$ cat config.mk
export PLATFORM = sky130hd
export DESIGN_NAME = lc3_isdu_ctrl
export DESIGN_NICKNAME = d
export VERILOG_FILES = /design/src/rtl/lc3_isdu_ctrl.sv
export SDC_FILE = /design/constraint.sdc
export NUM_CORES = 1
export LEC_CHECK = 0
export ABC_AREA = 1
export CAP_MARGIN = 20
export CORE_AREA = 2 2 49 51
export DETAILED_ROUTE_END_ITERATION = 8
export DIE_AREA = 0 0 51 53
export DONT_BUFFER_PORTS = 1
export PLACE_DENSITY = 0.78
export SETUP_SLACK_MARGIN = 0.3
export SYNTH_ARGS = -nofsm -noshare
export SYNTH_HDL_FRONTEND = slang
export SYNTH_SLANG_ARGS = --single-unit
$ cat constraint.sdc
create_clock -name Clk -period 3.1 [get_ports Clk]
set_input_delay 0.31 -clock Clk [delete_from_list [all_inputs] [get_ports Clk]]
set_output_delay 0.31 -clock Clk [all_outputs]
set_load 0.05 [all_outputs]
$ cat src/rtl/lc3_isdu_ctrl.sv
// LC-3 instruction sequencer (Moore FSM) for the lab instruction subset.
// Produces every datapath load enable, bus gate and mux select from the
// state register, and sequences fetch/decode/execute.
// Optional build macro: ISDU_JSR_EN. Defining it adds the JSR/JSRR states
// (S04, S21). Without it, opcode 0100 executes as a NOP.
module lc3_isdu_ctrl #(
    parameter int MEM_WAIT = 3        // cycles per memory access state, 1..15
) (
    input  logic       Clk,
    input  logic       Reset,
    input  logic       Run,
    input  logic       Continue,
    input  logic [3:0] Opcode,
    input  logic       IR_5,
    input  logic       IR_11,
    input  logic       BEN,
    output logic       LD_MAR,
    output logic       LD_MDR,
    output logic       LD_IR,
    output logic       LD_BEN,
    output logic       LD_CC,
    output logic       LD_REG,
    output logic       LD_PC,
    output logic       LD_LED,
    output logic       GatePC,
    output logic       GateMDR,
    output logic       GateALU,
    output logic       GateMARMUX,
    output logic [1:0] PCMUX,
    output logic [1:0] ADDR2MUX,
    output logic       ADDR1MUX,
    output logic       DRMUX,
    output logic       SR1MUX,
    output logic       SR2MUX,
    output logic [1:0] ALUK,
    output logic       Mem_OE,
    output logic       Mem_WE
);

    localparam logic [4:0] HALTED    = 5'd0,
                           S18       = 5'd1,
                           S33       = 5'd2,
                           S35       = 5'd3,
                           PAUSE_IR1 = 5'd4,
                           PAUSE_IR2 = 5'd5,
                           S32       = 5'd6,
                           S01       = 5'd7,
                           S05       = 5'd8,
                           S09       = 5'd9,
                           S00       = 5'd10,
                           S22       = 5'd11,
                           S12       = 5'd12,
                           S04       = 5'd13,
                           S21       = 5'd14,
                           S06       = 5'd15,
                           S07       = 5'd16,
                           S25       = 5'd17,
                           S27       = 5'd18,
                           S23       = 5'd19,
                           S16       = 5'd20,
                           PAUSE1    = 5'd21,
                           PAUSE2    = 5'd22;

    localparam logic [3:0] WAIT_LOAD = 4'(MEM_WAIT - 1);

    logic [4:0] state, nxt;
    logic [3:0] cnt;
    logic       wait_done;
    logic       wait_entry;

    // cnt counts down the remaining cycles of the current memory state
    assign wait_done  = (cnt == 4'd0);
    assign wait_entry = (nxt != state) && (nxt == S33 || nxt == S25 || nxt == S16);

`ifndef ISDU_JSR_EN
    logic unused_ir11;
    assign unused_ir11 = IR_11;
`endif

    // state register and memory wait counter, synchronous reset
    always_ff @(posedge Clk) begin
        if (Reset) begin
            state <= HALTED;
            cnt   <= 4'd0;
        end else begin
            state <= nxt;
            if (wait_entry)
                cnt <= WAIT_LOAD;
            else if (!wait_done)
                cnt <= cnt - 4'd1;
        end
    end

    // next-state logic
    always_comb begin
        nxt = state;
        case (state)
            HALTED:    if (Run) nxt = S18;
            S18:       nxt = S33;
            S33:       if (wait_done) nxt = S35;
            S35:       nxt = PAUSE_IR1;
            PAUSE_IR1: if (Continue) nxt = PAUSE_IR2;
            PAUSE_IR2: if (!Continue) nxt = S32;
            S32: begin
                case (Opcode)
                    4'b0001: nxt = S01;
                    4'b0101: nxt = S05;
                    4'b1001: nxt = S09;
                    4'b0000: nxt = S00;
                    4'b1100: nxt = S12;
`ifdef ISDU_JSR_EN
                    4'b0100: nxt = S04;
`endif
                    4'b0110: nxt = S06;
                    4'b0111: nxt = S07;
                    4'b1101: nxt = PAUSE1;
                    default: nxt = S18;
                endcase
            end
            S00:       nxt = BEN ? S22 : S18;
`ifdef ISDU_JSR_EN
            S04:       nxt = S21;
`endif
            S06:       nxt = S25;
            S07:       nxt = S23;
            S25:       if (wait_done) nxt = S27;
            S23:       nxt = S16;
            S16:       if (wait_done) nxt = S18;
            PAUSE1:    if (Continue) nxt = PAUSE2;
            PAUSE2:    if (!Continue) nxt = S18;
            default:   nxt = S18;     // S01/S05/S09/S22/S12/S21/S27 and strays
        endcase
    end

    // output decode; everything defaults low
    always_comb begin
        LD_MAR = 1'b0; LD_MDR = 1'b0; LD_IR = 1'b0; LD_BEN = 1'b0;
        LD_CC = 1'b0; LD_REG = 1'b0; LD_PC = 1'b0; LD_LED = 1'b0;
        GatePC = 1'b0; GateMDR = 1'b0; GateALU = 1'b0; GateMARMUX = 1'b0;
        PCMUX = 2'b00; ADDR2MUX = 2'b00; ADDR1MUX = 1'b0; DRMUX = 1'b0;
        SR1MUX = 1'b0; SR2MUX = 1'b0; ALUK = 2'b00;
        Mem_OE = 1'b0; Mem_WE = 1'b0;
        case (state)
            S18: begin GatePC = 1'b1; LD_MAR = 1'b1; LD_PC = 1'b1; end
            S33, S25: begin Mem_OE = 1'b1; LD_MDR = wait_done; end
            S35: begin GateMDR = 1'b1; LD_IR = 1'b1; end
            PAUSE_IR1, PAUSE1: LD_LED = 1'b1;
            S32: LD_BEN = 1'b1;
            S01, S05, S09: begin
                GateALU = 1'b1; LD_REG = 1'b1; LD_CC = 1'b1;
                SR2MUX  = (state != S09) ? IR_5 : 1'b0;
                ALUK    = (state == S01) ? 2'b00 : (state == S05) ? 2'b01 : 2'b10;
            end
            S22: begin LD_PC = 1'b1; PCMUX = 2'b10; ADDR2MUX = 2'b10; end
            S12: begin LD_PC = 1'b1; PCMUX = 2'b10; ADDR1MUX = 1'b1; end
`ifdef ISDU_JSR_EN
            S04: begin GatePC = 1'b1; LD_REG = 1'b1; DRMUX = 1'b1; end
            S21: begin
                LD_PC = 1'b1; PCMUX = 2'b10;
                ADDR1MUX = ~IR_11;
                ADDR2MUX = IR_11 ? 2'b11 : 2'b00;
            end
`endif
            S06, S07: begin
                GateMARMUX = 1'b1; LD_MAR = 1'b1; ADDR1MUX = 1'b1; ADDR2MUX = 2'b01;
            end
            S27: begin GateMDR = 1'b1; LD_REG = 1'b1; LD_CC = 1'b1; end
            S23: begin SR1MUX = 1'b1; ALUK = 2'b11; GateALU = 1'b1; LD_MDR = 1'b1; end
            S16: Mem_WE = 1'b1;
            default: ;
        endcase
    end

endmodule

---- Yosys cells after proc, flatten, opt, wreduce, memory -nomap -nowiden ----
Memories as Yosys holds them, arrays and structs flattened.
Index checks and enable logic that the tools add are counted.
word-level totals
  flip-flop bits (word level) ............. 9
  ROM bits ................................ 80
  word-level logic and storage cells ...... 82
  memories ................................ 1
cells by class
  multiplexer cells ....................... 34
  reductions and logical operators ........ 17
  equal/unequal tests ..................... 26
  add/subtract/negate cells ............... 1
memory list
  memory            depth  width  rd ports  clocked after Yosys merged registers in  wr ports  RTL line  source
  (name not given)  16     5      1         0                                        0         105       case (Opcode)
operator list
  cell                 count
  $pmux 5 s15          1
  $eq 5x5->1 const B   9
  $mux 5               8
  $eq 5x4->1 const B   6
  $eq 5x3->1 const B   4
  $mux 1               16
  $eq 5x2->1 const B   3
  $reduce_or 2->1      6
  $reduce_or 3->1      4
  $mux 2               5
  $pmux 2 s2           2
  $reduce_or 4->1      2
  $eq 5x1->1 const B   1
  $logic_not 5->1      1
  $ne 5x4->1 const B   1
  $ne 5x5->1           1
  $logic_not 4->1      1
  $mux 4               1
  $sub 4x1->4 const B  1
  $logic_or 1x1->1     2
  $ne 2x1->1 const B   1
  $pmux 1 s2           1
  $logic_and 1x1->1    1

---- Logic depth before layout (Yosys ltp) ----
Gate-level depths: netlist of the first run.
  word-level depth ........................ 8
  mapped depth ............................ 17
  depth with buffers taken out ............ 17

---- Least setup slack after synthesis of the first run ----
No wires, ideal clock.
  path type ............................... register to output
  start ................................... reg state[3]
  end ..................................... out LD_PC
  cell stages (with the launch flop) ...... 7
  buffers on the path ..................... 0
  setup slack ............................. 824 ps
  arrival ................................. 1966 ps
  cells stage by stage .................... dfxtp_1 -> inv_2 -> nor2_1 -> inv_1 -> nor2_1 -> inv_1 -> nand3_1
on the way
  longest elaborated chain between the ends .. 3
ends and longest elaborated chain
  item                                      RTL line  source
  start, declared                           66        logic [4:0] state, nxt;
  start signal, assigned                    86        state <= nxt;
  $eq 5x4->1 or $eq 5x1->1 (tied branches)  143       case (state)
  $reduce_or 3->1 (no line) (*)             --
  $mux 1 (*)                                143
  end, declared                             23        output logic LD_PC,
Mark *: on every way between the ends. The rest lies on a longest branch, timed or not.

---- Worst setup path in the final report of the first run ----
  start ................................... reg state[4]
  end ..................................... out LD_CC
on the way
  longest elaborated chain between the ends .. 3
ends and longest elaborated chain
  item                                RTL line  source
  $eq 5x3->1 (tied with other cells)  143
  $reduce_or 4->1 (no line) (*)       --
  $mux 1 (*)                          143
  end, declared                       21        output logic LD_CC,
Marks and branches as above.

==> results of run 1 <==
Yosys cell counts, drive strengths merged:
library cell	n	share of area, %
a21oi	8	3.1
nor3	1	0.39
o21ai	7	2.7
ha	5	4.8
inv	40	12
nand4	2	0.97
dfxtp	9	14
nor2	51	18
nand3	30	14
nand2	72	23
or2	2	0.97
conb	1	0.29
buf	8	5.6
a211oi	1	0.58
logic make-up after synthesis:
family          after synthesis
simple gates                158
buf+inv                      48
compound gates               16
flops                         9
fa+ha+maj                     5
other cells                   1
metal layers:
metal  GRT usage, %  vias up
met5              0        -
met4          1.351        0
met3          4.237        0
met2          43.29       53
met1          33.62      591
li1               -      727
area by class of cell:
class	instances	area, sq um	area share (%)
repair buffers	8	60.06	4.473
clock buffers	4	26.28	1.957
flip-flops and latches	9	180.2	13.42
inverters	40	150.1	11.18
multi-input cells	181	890.9	66.36
well taps	28	35.03	2.610
power by group through the flow:
| stage | Sequential, W | Combinational [W] | Clock (W) |
|---|---|---|---|
| finish | 0.000194 | 0.000589 | 0.0000857 |
| global route | 0.000198 | 0.000662 | 0.0000969 |
| CTS | 0.000193 | 0.000586 | 0.0000902 |
| detailed placement | 0.000195 | 0.000584 | 0 |
| global placement | 0.000195 | 0.000578 | 0 |
| floorplan | 0.000148 | 0.000561 | 0 |
state kept, by name (all words and copies together) (netlist names):
name / flops
cnt: 4
state: 5
path summary, 6_finish.rpt:
check | start | endpoint | slack, ns | cells past startpoint
setup / recovery | state[4] | LD_CC | 0.53 | 7
setup reg to reg | state[4] | cnt[0] | 0.57 | 13
hold / removal | Reset | cnt[1] | 0.12 | 1
hold reg to reg | cnt[3] | cnt[3] | 0.47 | 2
stage by stage:
| stage | util, % | hold WS [ns] |
|---|---|---|
| after global placement | 61.27 | 0.3815 |
| after detailed placement | 61.27 | 0.3834 |
| after CTS | 62.49 | 0.1080 |
| after floorplan | - | 0.3791 |
| after global routing | 62.49 | 0.09752 |
| final | 62.49 | 0.1179 |
==> run summary, run 1 <==
clock latency on the worst-skew pair: 0.25 ns
f_max: 0.3896 GHz
commonest non-fill, non-tap cells in the layout: 64 x nand2_1, 42 x nor2_1, 33 x inv_1
gr usage total: 24.91%
sequential area share after synthesis: 13.97%
commonest non-fill, non-tap cell in the layout: nand2_1
total grt overflow: 0
crit path buf inv count: 2
pin count of the biggest net entering global routing: 14
leakage power: 0.8455 nW
Die Height: 53 um
filler cell count: 226
Placed Cells: 266
vias in the first global route: 1225
critical path class: register to output port
met3 wire length: 198 um
internal power: 0.0003485 W
Clock transition at path regs: 0.06 ns
Non-Filler Instances: 270
number of cell rows: 17
Root Driver: clkbuf_4
Core Footprint: 2148 sq um
Period minus WS final: 2.566 ns
Psw: 0.0005203 W
H-tree levels: 1
via count: 1371
setup ws final: 0.5336 ns
number of DRC violations after detailed routing: 0
fin nets: 259
critical path capture point type: output port
initial antenna violation count: 0
starting density of the core: 60.05%
largest family of logic cells by synthesized area: simple AND/OR/NAND/NOR gates
Cell Area, Synth: 1290 sq um
die area: 2703 sq um
WL per Instance: 11.01 um
hold_buf cts: 0
Worst path most repeated cell: nor2_1
Synth cell types: 24
total iterations of the first detailed-routing run: 4
top sig layer: met3
crit-path cells: inv_2, nand2_2, nor2_1, a21oi_1, inv_1, nor2_1, nand2_1
switching share of power: 59.89%
Worst path max stage delay: 0.70 ns
post-synthesis compound-gate area fraction: 6.402%
Post-Syn Instances: 237
Final GP Congestion: 0.9500
Avg Inst Size Synth: 5.443 sq um
Clock Sink Count: 9
Post-Place Cell Area: 1316 sq um
Post-Synth XOR/XNOR Area: 0%
Worst Max-Slew Pin Slew: 0.9481 ns
unrepaired setup endpoints after global routing: false
Routed Antenna Nets: 0
number of hold violations in the final report: 0
clock power share: 9.9%
CTS Buffer Depth: 2
CP top delay family: simple AND/OR/NAND/NOR gates
combinational share of power: 67.8%
setup violators final: 0
setup tns final: 0 ns
drt first-iter violations: 42
Arrival @ worst endpoint: 2.26 ns
n_diodes: 0
layout cell share with drive strength beyond 1: 17.36%
IO Count: 35
max_cap viols: 0
simple-gate portion of the synthesized area: 57.23%
TritonCTS clock tree: done
first-pass GRT wire length: 5.237 mm
yosys warns: 0
Max Slew Vio Count: 0
die width: 51 um
Slew headroom: 36.37%
total power draw: 0.0008688 W
outcome: completed
Seq pwr share: 22.3%
slowest CP cell: dfxtp_1
Worst Path Required: 2.79 ns
Yosys reg bits: 9
Area Growth Syn to Fin: 4.074%
CP startpoint kind: register
post-CTS sizing: 0
HP Class: primary input to register
critical path peak fanout: 13
M1 WL: 1.368 mm
Tcrit/Tclk final: 82.79%
Setup Buffers After CTS: 0
clock skew: 0.003254 ns
met2 wire length: 1.404 mm
IO Port Bufs: 0
total CTS buffers: 3
Peak VDD IR: 0.0003930 V
Finished Cell Area: 1343 sq um
HPWL after DPL: 2.442 mm
PD cells: 647.1 nW/um^2
post-synthesis mux area share: 0%
adder-cell share of the synthesized area: 4.850%
Total Wirelength: 2.972 mm
dpl ws: 0.6254 ns
Avg Vias per Cell: 5.078
Note: power is estimated with default switching activity, not from simulation.
==> run 2, diff against run 1 <==
==> constraint.sdc (replaced) <==
create_clock -name Clk -period 2.4 [get_ports Clk]
set_input_delay 0.24 -clock Clk [delete_from_list [all_inputs] [get_ports Clk]]
set_output_delay 0.24 -clock Clk [all_outputs]
set_load 0.05 [all_outputs]
==> run 2 against run 1 <==
Sequential power increased by 30%. Via count grew 2.2%. Wire length is 0.54% lower. Sequential cell count did not move. Count of clock-buffer cells in the layout stayed put. Global-route usage fell by 1.8 points. Final cell count rose by 2.2%. Largest power group unchanged. Non-clock buffer count is 6 higher.
==> run summary, run 2 (same netlist as run 1, synthesis figures left out) <==
Clock Sink Count: 9 (unchanged)
Tcrit/Tclk final: 83.43%
clock latency on the worst-skew pair: 0.26 ns (was 0.25 ns)
critical path capture point type: output port (unchanged)
CP startpoint kind: register (unchanged)
outcome: completed (unchanged)
Setup Buffers After CTS: 0 (unchanged)
clock power share: 10.1% (was 9.9%)
commonest non-fill, non-tap cells in the layout: 63 x nand2_1, 40 x nor2_1, 33 x inv_1 (was 64 x nand2_1, 42 x nor2_1, 33 x inv_1)
Arrival @ worst endpoint: 1.76 ns (was 2.26 ns)
IO Count: 35 (unchanged)
Final GP Congestion: 0.9184 (was 0.9500)
number of DRC violations after detailed routing: 0 (unchanged)
die width: 51 um (unchanged)
r2r setup slk: 0.50 ns (was 0.57 ns)
TritonCTS clock tree: done (unchanged)
WHS Path Cells: 1 (unchanged)
number of cell rows: 17 (unchanged)
unrepaired setup endpoints after global routing: false (unchanged)
FF-to-FF path depth: 13 (unchanged)
pin count of the biggest net entering global routing: 9 (was 14)
total grt overflow: 0 (unchanged)
hold_buf cts: 0 (unchanged)
combinational share of power: 67.7% (was 67.8%)
commonest non-fill, non-tap cell in the layout: nand2_1 (unchanged)
internal power: 0.0004659 W (was 0.0003485 W)
reg2reg end: cnt[3] (was cnt[0])
Worst Max-Slew Pin Slew: 0.5238 ns (was 0.9481 ns)
Total Wirelength: 2.956 mm (was 2.972 mm)
Root Driver: clkbuf_4 (unchanged)
Seq pwr share: 22.1% (was 22.3%)
initial antenna violation count: 0 (unchanged)
Finished Cell Area: 1405 sq um (was 1343 sq um)
Routed Antenna Nets: 0 (unchanged)
Worst Path Required: 2.16 ns (was 2.79 ns)
WL per Instance: 10.71 um (was 11.01 um)
Die Height: 53 um (unchanged)
Biggest register: state (unchanged)
layout cell share with drive strength beyond 1: 22.58% (was 17.36%)
leakage power: 0.8799 nW (was 0.8455 nW)
total iterations of the first detailed-routing run: 4 (unchanged)
gr usage total: 23.11% (was 24.91%)
critical path class: register to output port (unchanged)
Peak VDD IR: 0.0005676 V (was 0.0003930 V)
clock skew: 0.005740 ns (was 0.003254 ns)
drt first-iter violations: 43 (was 42)
total CTS buffers: 3 (unchanged)
HP Class: primary input to register (unchanged)
switching share of power: 59.16% (was 59.89%)
biggest regs: state: 5 flops, cnt: 4 flops (unchanged)
CTS Buffer Depth: 2 (unchanged)
Slew headroom: 64.98% (was 36.37%)
PD cells: 811.8 nW/um^2 (was 647.1 nW/um^2)
Period minus WS final: 2.002 ns
Avg Vias per Cell: 5.076 (was 5.078)
critical path peak fanout: 5 (was 13)
starting density of the core: 60.05% (unchanged)
IO Port Bufs: 0 (unchanged)
setup ws final: 0.3978 ns (was 0.5336 ns)
HPWL after DPL: 2.434 mm (was 2.442 mm)
via count: 1401 (was 1371)
Area Growth Syn to Fin: 8.924% (was 4.074%)
Clock transition at path regs: 0.06 ns (about the same)
H-tree levels: 1 (unchanged)
setup tns final: 0 ns (unchanged)
max_cap viols: 0 (unchanged)
Post-Place Cell Area: 1366 sq um (was 1316 sq um)
dpl ws: 0.3583 ns (was 0.6254 ns)
vias in the first global route: 1132 (was 1225)
total power draw: 0.001141 W (was 0.0008688 W)
hold path endpoint: state[3] (was cnt[1])
Psw: 0.0006748 W (was 0.0005203 W)
max reg flops: 5 (unchanged)
n_diodes: 0 (unchanged)
fin nets: 265 (was 259)
HP Start: Reset (unchanged)
Reg-to-Reg Start: state[4] (unchanged)
first-pass GRT wire length: 4.726 mm (was 5.237 mm)
Max Slew Vio Count: 0 (unchanged)
number of hold violations in the final report: 0 (unchanged)
Core Footprint: 2148 sq um (unchanged)
die area: 2703 sq um (unchanged)
setup violators final: 0 (unchanged)
f_max: 0.4994 GHz
==> run 2: power by group through the flow <==
stage	clock (W)	sequential, W	combinational [W]
final	0.000116	0.000252	0.000773
after CTS	0.000116	0.000250	0.000770
after global routing	0.000129	0.000258	0.000848
after floorplan	0	0.000191	0.000728
after global placement	0	0.000250	0.000758
after detailed placement	0	0.000252	0.000767
==> run 2: cell type report <==
| type | count | area, sq um |
|---|---|---|
| multi-input combinational | 181 | 898.4 |
| tap | 28 | 35.03 |
| timing repair buffer | 14 | 108.9 |
| inverter | 40 | 150.1 |
| fill | 216 | 743.2 |
| sequential | 9 | 186.4 |
| clock buffer | 4 | 26.28 |
==> run 2: repair_timing <==
action | CTS | global route
resized for setup | 1 | 6
endpoints found under the setup margin | 1 | 10
pin swaps | 0 | 0
==> run 2: worst max-delay path, cell delays in order (launching register included) <==
cell and delay, ns:
dfxtp_2 0.40, inv_2 0.08, nor2_1 0.22, inv_1 0.14, nor3_1 0.21, inv_1 0.09
nand2_1 0.35
==> run 2: per-stage QoR <==
step | util (%) | cells | hold WS, ns
floorplan | - | 238 | 0.3091
CTS | 64.88 | 276 | 0.03821
finish | 65.40 | 276 | 0.03498
global placement | 63.60 | 272 | 0.3111
global route | 65.40 | 276 | 0.01755
detailed placement | 63.60 | 272 | 0.3116
==> run 2: worst max-delay path by stage <==
stage,start,to,slack [ns],cells past startpoint
finish,state[3],ALUK[1],0.40,6
floorplan,state[3],ALUK[0],0.31,4
global placement,state[0],cnt[0],0.38,15
global route,state[3],ALUK[1],0.31,6
detailed placement,state[0],cnt[2],0.36,15
CTS,state[4],GateALU,0.32,7
==> run 2: layer usage <==
layer | track usage (%) | vias up | routed length, um | part of all wire [%]
met5 | 0 | - | 0 | 0
met4 | 5.405 | 0 | 57 | 1.9
met3 | 7.345 | 9 | 226 | 7.6
met2 | 37.66 | 49 | 1369 | 46
met1 | 29.52 | 598 | 1302 | 44
li1 | - | 745 | - | -
